## src/rtl/fetch_unit.sv

```systemverilog
// fetch_unit: MIPS fetch stage, one outstanding imem request, next-PC select on instr_done.
// Define FETCH_ALIGN_CHECK_EN to halt with a sticky misalign flag on an unaligned next PC.
module fetch_unit #(
    parameter logic [31:0] RESET_PC = 32'h0000_0000
) (
    input  logic        clk,
    input  logic        reset,
    output logic        imem_req_valid,
    output logic [31:0] imem_req_addr,
    input  logic        imem_req_ready,
    input  logic        imem_rsp_valid,
    input  logic [31:0] imem_rsp_data,
    output logic        instr_valid,
    output logic [31:0] instr,
    output logic [31:0] pc,
    output logic [31:0] pc_plus4,
    input  logic        instr_done,
    input  logic        branch,
    input  logic        j,
    input  logic        zero,
    output logic        misalign
);
`ifdef FETCH_ALIGN_CHECK_EN
    typedef enum logic [1:0] {REQ, WAIT, HOLD, HALT} state_t;
`else
    typedef enum logic [1:0] {REQ, WAIT, HOLD} state_t;
`endif
    state_t state, state_n;
    logic [31:0] npc_sel, npc;
    logic bad;
    assign pc_plus4 = pc + 32'd4;
    assign imem_req_addr = pc;
    // reset gates the request so none is seen while reset is held
    assign imem_req_valid = (state == REQ) && !reset;
    assign instr_valid = (state == HOLD);
    always_comb begin
        npc_sel = j ? {pc_plus4[31:28], instr[25:0], 2'b00}
                : (branch && zero) ? pc_plus4 + {{14{instr[15]}}, instr[15:0], 2'b00}
                : pc_plus4;
`ifdef FETCH_ALIGN_CHECK_EN
        bad = |npc_sel[1:0];
        npc = npc_sel;
`else
        bad = 1'b0;
        npc = npc_sel & ~32'd3;
`endif
        state_n = state;
        case (state)
            REQ:     state_n = imem_req_ready ? WAIT : REQ;
            WAIT:    state_n = imem_rsp_valid ? HOLD : WAIT;
`ifdef FETCH_ALIGN_CHECK_EN
            HOLD:    state_n = !instr_done ? HOLD : bad ? HALT : REQ;
`else
            HOLD:    state_n = instr_done ? REQ : HOLD;
`endif
            default: state_n = state;
        endcase
    end
    always_ff @(posedge clk) begin
        if (reset) begin
            state <= REQ;
            pc    <= RESET_PC;
            instr <= 32'd0;
        end else begin
            state <= state_n;
            if (state == WAIT && imem_rsp_valid) instr <= imem_rsp_data;
            if (state == HOLD && instr_done && !bad) pc <= npc;
        end
    end
`ifdef FETCH_ALIGN_CHECK_EN
    always_ff @(posedge clk) begin
        if (reset) misalign <= 1'b0;
        else if (state == HOLD && instr_done && bad) misalign <= 1'b1;
    end
`else
    assign misalign = 1'b0;
`endif
endmodule

```

## config.mk

```make
export PLATFORM = sky130hd
export DESIGN_NAME = fetch_unit
export DESIGN_NICKNAME = d
export VERILOG_FILES = /design/src/rtl/fetch_unit.sv
export SDC_FILE = /design/constraint.sdc
export NUM_CORES = 1
export LEC_CHECK = 0
export CAP_MARGIN = 10
export CELL_PAD_IN_SITES_DETAIL_PLACEMENT = 2
export CELL_PAD_IN_SITES_GLOBAL_PLACEMENT = 2
export CORE_AREA = 2 2 139 141
export CTS_BUF_LIST = sky130_fd_sc_hd__clkbuf_2 sky130_fd_sc_hd__clkbuf_4 sky130_fd_sc_hd__clkbuf_8
export CTS_CLUSTER_DIAMETER = 200
export CTS_CLUSTER_SIZE = 14
export DETAILED_ROUTE_END_ITERATION = 6
export DIE_AREA = 0 0 141 143
export GPL_TIMING_DRIVEN = 0
export HOLD_SLACK_MARGIN = 0.1
export PLACE_DENSITY_LB_ADDON = 0.1
export SYNTH_ARGS = -nofsm -noshare
export SYNTH_HDL_FRONTEND = slang
export SYNTH_SLANG_ARGS = --single-unit
```

## constraint.sdc

```tcl
create_clock -name clk -period 6.9 [get_ports clk]
set_input_delay 0.69 -clock clk [delete_from_list [all_inputs] [get_ports clk]]
set_output_delay 0.69 -clock clk [all_outputs]
set_load 0.005 [all_outputs]
```

Word level (Yosys, flattened, before mapping)
Index checks and enable logic that the tools add are counted.
{ "classes": {"div": 0, "bitwise": 0, "magnitude_cmp": 0, "eq_ne": 2, "n_reduce_logical": 7, "add_sub_neg": 2, "n_mux": 6, "multipliers": 0, "shifts": 0} }
{ "op_table": {"columns": ["op", "count"], "rows": [
  ["32-bit two-way mux", 2],
  ["32-bit by 3-bit adder with 32-bit output (second input constant)", 1],
  ["32-bit adder", 1],
  ["2-bit one-hot mux with 3 select lines", 1],
  ["1-bit logical AND", 4],
  ["2-bit two-way mux", 2],
  ["3-bit nonzero test", 1],
  ["2-bit by 1-bit == test with 1-bit output (second input constant)", 1],
  ["2-bit == test (second input constant)", 1],
  ["2-bit logical NOT", 1],
  ["1-bit logical NOT", 1],
  ["1-bit two-way mux", 1]
]} }
{ "totals": {"ramBits": 0, "latch_bits": 0, "mem_count": 0, "romBits": 0, "inputBits": 40, "wordCells": 20, "output_inout_bits": 131, "register_bits": 64} }

Logic depth before layout (Yosys ltp)
Gate-level depths: netlist of the first run.
{ "depth": {"word_depth": 4, "depth_mapped": 18, "depth_no_buf": 17} }

Least setup slack after synthesis of the first run
Ideal clock, no wire load.
{ "synth_path": {"path_kind": "register -> register", "startpoint": "reg pc[2] (netlist: imem_req_addr[2])", "endpoint": "reg pc[28] (netlist: imem_req_addr[28])", "path_stages_with_launch": 16, "t_arrival_ps": 3581, "setup_ps": 91, "synth_period_minus_slack_ps": 3672, "setup_slack_ps": 3228, "required_ps": 6809, "path_buffers": 1, "path_cell_list": "dfxtp_1 -> ha_1 -> nand3_1 -> nor2_1 -> nand4_1 -> xnor2_1 -> ha_1 -> buf_4 -> and4_1 -> and2_1 -> a311oi_2 -> o21ai_2 -> a221oi_4 -> o221ai_2 -> mux2_4 -> a311oi_1"} }
{ "synth_between": {"elab_chain_len": 4} }
{ "synth_lines": {"columns": ["item", "line", "text"], "rows": [
  ["from (decl)", "15", "output logic [31:0] pc,"],
  ["from (signal assigned)", "67", "if (state == HOLD && instr_done && !bad) pc <= npc;"],
  ["32-bit by 3-bit adder with 32-bit output", "31", "assign pc_plus4 = pc + 32'd4;"],
  ["named net pc_plus4[10]", "16", "output logic [31:0] pc_plus4,"],
  ["32-bit adder", "38", ": (branch && zero) ? pc_plus4 + {{14{instr[15]}}, instr[15:0], 2'b00}"],
  ["32-bit two-way mux", "38", null],
  ["32-bit two-way mux", "37", "npc_sel = j ? {pc_plus4[31:28], instr[25:0], 2'b00}"]
]} }
The timed path passes the listed nets, and every way through them passes these cells.
A chain may end at the register's enable or synchronous reset.

Final worst setup path of the first run
{ "layout_path": {"startpoint": "reg pc[2] (netlist: imem_req_addr[2])", "endpoint": "reg pc[31] (netlist: imem_req_addr[31])"} }
{ "layout_between": {"elab_chain_len": 4} }
{ "layout_lines": {"columns": ["item", "line"], "rows": [
  ["32-bit by 3-bit adder with 32-bit output (*)", "31"],
  ["32-bit adder", "38"],
  ["32-bit two-way mux", "38"],
  ["32-bit two-way mux (*)", "37"]
]} }
Every way passes the cells marked *; elsewhere a longest branch is shown, timed or not.

==> impl_results.md, run 1 <==
* Fin area at 7320 um2
* Final min period at around 5.2 ns
* Unrepaired setup endpoints after global routing: no
* Syn Inst Count at 705
* #FFs+latches synth at between 60 and 70
* Clk pwr share at 0.408
* First-pass GRT wire length at roughly 37000 um
* Die height at 143 um
* Layout Utilization at 0.394
* Internal power at 0.599 mW
* IO Pins at roughly 170
* Hpwl dp at 18600 um
* Placed Area at just over 7000 um2
* Clk slew on worst S/H paths at around 0.09 ns
* Post-layout net count at 966
* # rows at 50
* DR iter-0 viols at 179
* Vias at between 5k and 6k
* Routed vias/inst at 5.25
* Max Transition Viols Final at 0
* CTS Hold Bufs at 0
* Endpoint class of the critical path: register
* Distinct cell type count after synthesis at a little over 60
* GRT Resource Usage Total at 0.240
* Synth-to-layout area growth at 41.4%
* Worst R2R Setup Slack at between 1.5 and 2 ns
* H-Tree Level Count at 3
* Clock root buffer master: clkbuf_8
* Final hold slack at between 0.4 and 0.5 ns
* Setup-failing EPs final at 0
* WL final at 23700 um
* Fillers at 2179
* Sw Share at 0.302
* RR Startpoint: imem_req_addr[2]$_SDFFE_PP0P_
* Largest net degree at the start of global routing at 24
* CTS tree: yes
* Async SR Flop Fraction at 0
* Power Density at approximately 120 nW/um2
* Setup bufs post-CTS at 0
* Flop pwr share at 0.450
* Slew @ Worst Pin at roughly 1 ns
* Initial antenna violation count at 0
* Worst R2R End: imem_req_addr[31]$_SDFFE_PP0P_
* Element type at the critical path start: register
* Post-synth EDFFs at 0
* Skew final at between 0.01 and 0.015 ns
* Count of input and output buffers at between 150 and 200
* CTS-repair resized insts at 0
* Worst hold start: instr[27]$_SDFFE_PP0P_
* Total congestion overflow at 0
* Status: finished, final reports clean
* Hold Path End: instr[27]$_SDFFE_PP0P_
* RePlAce Congestion at ~0.88
* Worst hold path class: register to register
* Drt wl/cell at 21.1 um
* CTS Buffer Depth at 2
* Final Hold Fails at 0
* Leak at roughly 2.8 nW
* Max frequency at around 190 MHz
* Share of layout cells above drive strength 1 at 0.0697
* Power share of the combinational group at 0.143
* Critical path peak fanout at 8
* Sum of negative setup slack at 0 ns
* Post-placement cell count at between 1k and 1.5k
* Mapped Avg Cell Area at 7.34 um2
* Residual DRC at 0
* Crit path DAT at approximately 5.5 ns
* First-pass DRT Iterations at 4
* Routed Antenna Nets at 0
* Min-Delay Path Depth at 2
* Final cell count without fillers at ~1.1k
* Synthesized cell area at 5180 um2
* Max_slew headroom at 0.319
* Max_cap viols at 0
* Die Area at roughly 20000 um2
* Tcrit/Tclk final at 0.754
* Worst-Skew Late Latency at around 0.38 ns
* Ys flop type: dfxtp_1
* Number of global-route vias before repair at 6381
* Sink Count at 64
* YS warnings at 0
* R2r worst-path depth at 18
* NetSw at 0.258 mW
* Maximum vdd drop at between 0.07 and 0.08 mV
* Die X at about 140 um
* Diode count at 0
* Starting Density at 0.279
* Sequential fraction of the synthesis area at 0.247
* Core Region at roughly 19000 um2
* CTS buffer count at 9
* Type of the worst setup path: register to register
* CP required at just over 7 ns
-- how the worst max path moves through the flow --
stage	start	endpoint	slack, ns
5_1_grt	imem_req_addr[2]$_SDFFE_PP0P_	imem_req_addr[31]$_SDFFE_PP0P_	1.26
4_1_cts	imem_req_addr[2]$_SDFFE_PP0P_	imem_req_addr[31]$_SDFFE_PP0P_	1.60
2_1_floorplan	imem_req_addr[2]$_SDFFE_PP0P_	imem_req_addr[28]$_SDFFE_PP0P_	3.23
3_5_place_dp	imem_req_addr[2]$_SDFFE_PP0P_	imem_req_addr[31]$_SDFFE_PP0P_	1.62
3_3_place_gp	imem_req_addr[2]$_SDFFE_PP0P_	imem_req_addr[31]$_SDFFE_PP0P_	1.76
6_report	imem_req_addr[2]$_SDFFE_PP0P_	imem_req_addr[31]$_SDFFE_PP0P_	1.70
-- stage by stage --
stage | worst slack [ns] | total power [mW]
after floorplan | 3.23 | 0.447
after global placement | 1.76 | 0.511
after detailed placement | 1.62 | 0.516
after CTS | 1.60 | 0.867
after global routing | 1.26 | 0.896
final | 1.70 | 0.857
-- cell type report --
cell class	count	area, um2	share of cell area
clock buffers	9	124	0.0169
clock inverters	7	72.6	0.00991
well taps	234	293	0.0400
plain buffers	71	409	0.0559
repair buffers	163	1630	0.223
flip-flops and latches	64	1280	0.175
inverters	17	63.8	0.00872
multi-input cells	559	3450	0.471
-- logic make-up after synthesis --
kind of cell,count (synthesis),synth area share
XOR/XNOR,51,0.0863
AO/OA/AOI/OAI,197,0.242
other,1,0.000724
multiplexers,6,0.0126
adder cells (fa/ha/maj),41,0.101
AND/OR/NAND/NOR,257,0.219
buffers and inverters,88,0.0913
flip-flops,64,0.247
-- cell usage after synthesis, types with 2 or more instances --
cell | count | area [um2]
a211oi_1 | 10 | 75.1
a21boi_0 | 2 | 15.0
a21boi_1 | 2 | 15.0
a21o_1 | 11 | 82.6
a21oi_1 | 82 | 410
a221oi_1 | 2 | 17.5
a22oi_1 | 2 | 15.0
a2bb2oi_1 | 2 | 17.5
a311oi_1 | 3 | 26.3
a31oi_1 | 6 | 37.5
and2_1 | 6 | 37.5
and3_1 | 11 | 68.8
and4_1 | 4 | 35.0
buf_1 | 7 | 26.3
buf_4 | 38 | 285
clkbuf_1 | 26 | 97.6
dfxtp_1 | 64 | 1280
ha_1 | 40 | 500
inv_1 | 16 | 60.1
mux2i_1 | 5 | 50.1
nand2_1 | 129 | 484
nand2b_1 | 6 | 37.5
nand3_1 | 20 | 100
nand4_1 | 8 | 50.1
nor2_1 | 50 | 188
nor2b_1 | 3 | 18.8
nor3_1 | 14 | 70.1
o211ai_1 | 14 | 105
o21ai_0 | 20 | 100
o21ai_1 | 14 | 70.1
o21bai_1 | 5 | 37.5
o31ai_1 | 2 | 15.0
o32ai_1 | 2 | 17.5
or3_1 | 2 | 12.5
xnor2_1 | 35 | 307
xor2_1 | 16 | 140
-- state kept, by name (all words and copies together), names as in the netlist --
register	cells
instr	32
imem_req_addr	30
state	2
-- power groups by stage --
stage	Sequential, mW	Combinational, mW	Clock [mW]
floorplan	0.391	0.0556	0
finish	0.385	0.122	0.349
CTS	0.385	0.123	0.358
global route	0.387	0.134	0.375
global placement	0.394	0.118	0
detailed placement	0.394	0.122	0
-- layout by cell type, fill, tap and decap left out, types with 3 or more instances in the layout --
cell type	count
o21ai_1	14
and3_1	11
a211oi_1	10
nor2_1	50
o21ai_0	20
clkbuf_8	9
buf_4	38
xnor2_1	35
clkbuf_1	26
and2_1	6
nand2b_1	6
dfxtp_1	64
conb_1	7
o211ai_1	14
clkdlybuf4s50_1	163
a31oi_1	6
a21oi_1	82
nand3_1	20
a311oi_1	3
and4_1	4
o21bai_1	5
mux2i_1	5
a21o_1	11
inv_1	16
nor3_1	14
buf_1	7
nor2b_1	3
xor2_1	16
nand4_1	8
ha_1	40
nand2_1	129
-- layer usage --
layer | track usage | part of all wire | wire [um]
met5 | 0 | 0 | 0
met4 | 0.0647 | 0.019 | 447
met3 | 0.0376 | 0.038 | 903
met2 | 0.420 | 0.50 | 11800
met1 | 0.308 | 0.45 | 10600
-- critical path, stage by stage, from the launching register on --
cell and delay [ns]:
dfxtp_1 0.48, ha_1 0.30, nand3_1 0.20, nor2_1 0.43
nand3_1 0.37, nor3_1 0.50, nand3_1 0.23, xnor2_1 0.29
ha_1 0.28, clkbuf_1 0.20, nand2_1 0.17, nand2b_1 0.07
a21oi_1 0.20, nor4b_1 0.38, o311ai_1 0.24, o211ai_1 0.17
xnor2_1 0.11, and3_1 0.24, o31ai_1 0.22
No activity file was read; power rests on OpenSTA's default activity.
==> run 2, diff against run 1 <==
CORE_AREA = 2 2 154 156   (was 2 2 139 141)
DIE_AREA = 0 0 156 158   (was 0 0 141 143)
clock period = 4.2 ns   (was 6.9 ns; I/O delays follow)
==> impl_results.md, run 2 (synthesized netlist as in run 1, its figures left out) <==
* Status: finished, final reports clean
* Commonest non-fill, non-tap cells in the layout: clkdlybuf4s50_1, nand2_1, a21oi_1, dfxtp_1, nor2_1
* Diode count at 0
* Leak at about 3 nW
* Skew final at approximately 0.016 ns
* CTS buffer count at 9
* Vias at between 5k and 6k
* Residual DRC at 0
* Worst path max stage delay at 0.44 ns
* Clk slew on worst S/H paths at 0.08 ns
* Tcrit/Tclk final at 0.958
* Synth-to-layout area growth at 48.2%
* Worst-Skew Late Latency at 0.38 ns
* # rows at 56
* H-Tree Level Count at 3
* CP required at around 4.5 ns
* Unrepaired setup endpoints after global routing: yes
* Placed Area at 7190 um2
* Core Region at 23100 um2
* Max_slew headroom at 0.343
* RePlAce Congestion at roughly 0.85
* Area of the multi-input gates at approximately 3600 um2
* Fillers at roughly 2.7k
* Initial antenna violation count at 0
* Largest net degree at the start of global routing at 24
* Max Transition Viols Final at 0
* Layout Utilization at 0.333
* Clock root buffer master: clkbuf_8
* IO Pins at ~170
* Count of input and output buffers at about 160
* GRT Resource Usage Total at 0.200
* Slowest CP cell: dfxtp_2
* Drt wl/cell at roughly 21 um
* CTS tree: yes
* First-pass DRT Iterations at 4
* Endpoint class of the critical path: register
* Cell mode on critical path: buf_4
* Top reg by flops: instr
* Final min period at 4.02 ns
* Setup-failing EPs final at 0
* Power Density at approximately 180 nW/um2
* Highest routed layer: met4
* Share of layout cells above drive strength 1 at 0.119
* Critical path cell sequence: ha_4 > nand3_2 > nor2_4 > buf_4 > nand4_1 > xnor2_2 > ha_1 > buf_4 > and4_1 > and2_1 > a311oi_4 > o21ai_2 > a221oi_4 > o221ai_2 > mux2_4 > a311oi_1
* Hpwl dp at just under 20000 um
* Starting Density at 0.225
* Number of global-route vias before repair at between 6k and 7k
* Sink Count at 64
* WL final at roughly 25000 um
* DR WL met2 at 12400 um
* Final hold slack at approximately 0.47 ns
* First-pass GRT wire length at between 30000 and 40000 um
* DR iter-0 viols at 170
* Max_cap viols at 0
* CTS Buffer Depth at 2
* Final Hold Fails at 0
* Type of the worst setup path: register to register
* Die height at between 150 and 200 um
* Post-layout net count at approximately 980
* Worst hold path class: register to register
* Sum of negative setup slack at 0 ns
* Metal3 WL at roughly 950 um
* Maximum vdd drop at between 0.1 and 0.15 mV
* Element type at the critical path start: register
* Max frequency at approximately 250 MHz
* Routed vias/inst at 4.97
* Critical path peak fanout at 8
* Register area at approximately 1300 um2
* Slew @ Worst Pin at a little under 1 ns
* Total congestion overflow at 0
* Routed Antenna Nets at 0
* Fin area at ~7700 um2
* Crit path DAT at between 4 and 5 ns
* Die X at 156 um
* M1 WL at roughly 11000 um
* Most common cell after layout, fill and taps aside: clkdlybuf4s50_1
* Max FFs per register at 32
* Die Area at between 20000 and 25000 um2
## run 2: worst paths after layout
path | slack [ns] | cells after the start | start | to
setup reg to reg | 0.18 | 16 | imem_req_addr[2]$_SDFFE_PP0P_ | imem_req_addr[28]$_SDFFE_PP0P_
hold / removal | 0.47 | 2 | instr[29]$_SDFFE_PP0P_ | instr[29]$_SDFFE_PP0P_
setup / recovery | 0.18 | 16 | imem_req_addr[2]$_SDFFE_PP0P_ | imem_req_addr[28]$_SDFFE_PP0P_
hold reg to reg | 0.47 | 2 | instr[29]$_SDFFE_PP0P_ | instr[29]$_SDFFE_PP0P_
## run 2: metrics by stage
step / setup slack, ns / total power [mW] / std cells
4_1_cts: -0.0182 / 1.43 / 1183
3_3_place_gp: -0.956 / 0.844 / 1164
2_1_floorplan: 0.528 / 0.734 / 711
6_report: 0.175 / 1.40 / 1188
3_5_place_dp: -1.12 / 0.851 / 1164
5_1_grt: -0.0314 / 1.47 / 1188
## run 2: area by class of cell
class,instances,share of cell area
Multi-Input combinational cell,559,0.475
Timing Repair Buffer,172,0.223
Sequential cell,64,0.169
Buffer,71,0.0533
Tap cell,290,0.0473
Clock buffer,11,0.0189
Inverter,17,0.00831
Clock inverter,4,0.00587
## run 2: worst max-delay path: cells and delay by family, from the launching register on
| kind | cells | cell delay, ns |
|---|---|---|
| fa+ha+maj | 2 | 0.46 |
| compound gates | 5 | 1.25 |
| buf+inv | 2 | 0.31 |
| simple gates | 5 | 0.92 |
| mux | 1 | 0.34 |
| flops | 1 | 0.44 |
| xor+xnor | 1 | 0.22 |
## run 2: report_power, final
part           switching, mW  internal, mW
clock network          0.275         0.291
registers             0.0160         0.618
logic                  0.110        0.0922
## run 2: timing repair
| item | CTS | global route |
|---|---|---|
| gates resized for setup | 21 | 23 |
| hold buffers | 0 | 0 |
| pin swaps | 4 | 6 |
| buffers inserted | 4 | 5 |
| setup endpoints to repair | 18 | 8 |
## run 2: routing by layer
layer	up-vias	GRT usage
li1	2815	-
met1	2932	0.241
met2	121	0.362
met3	32	0.0353
met4	0	0.0642
met5	-	0
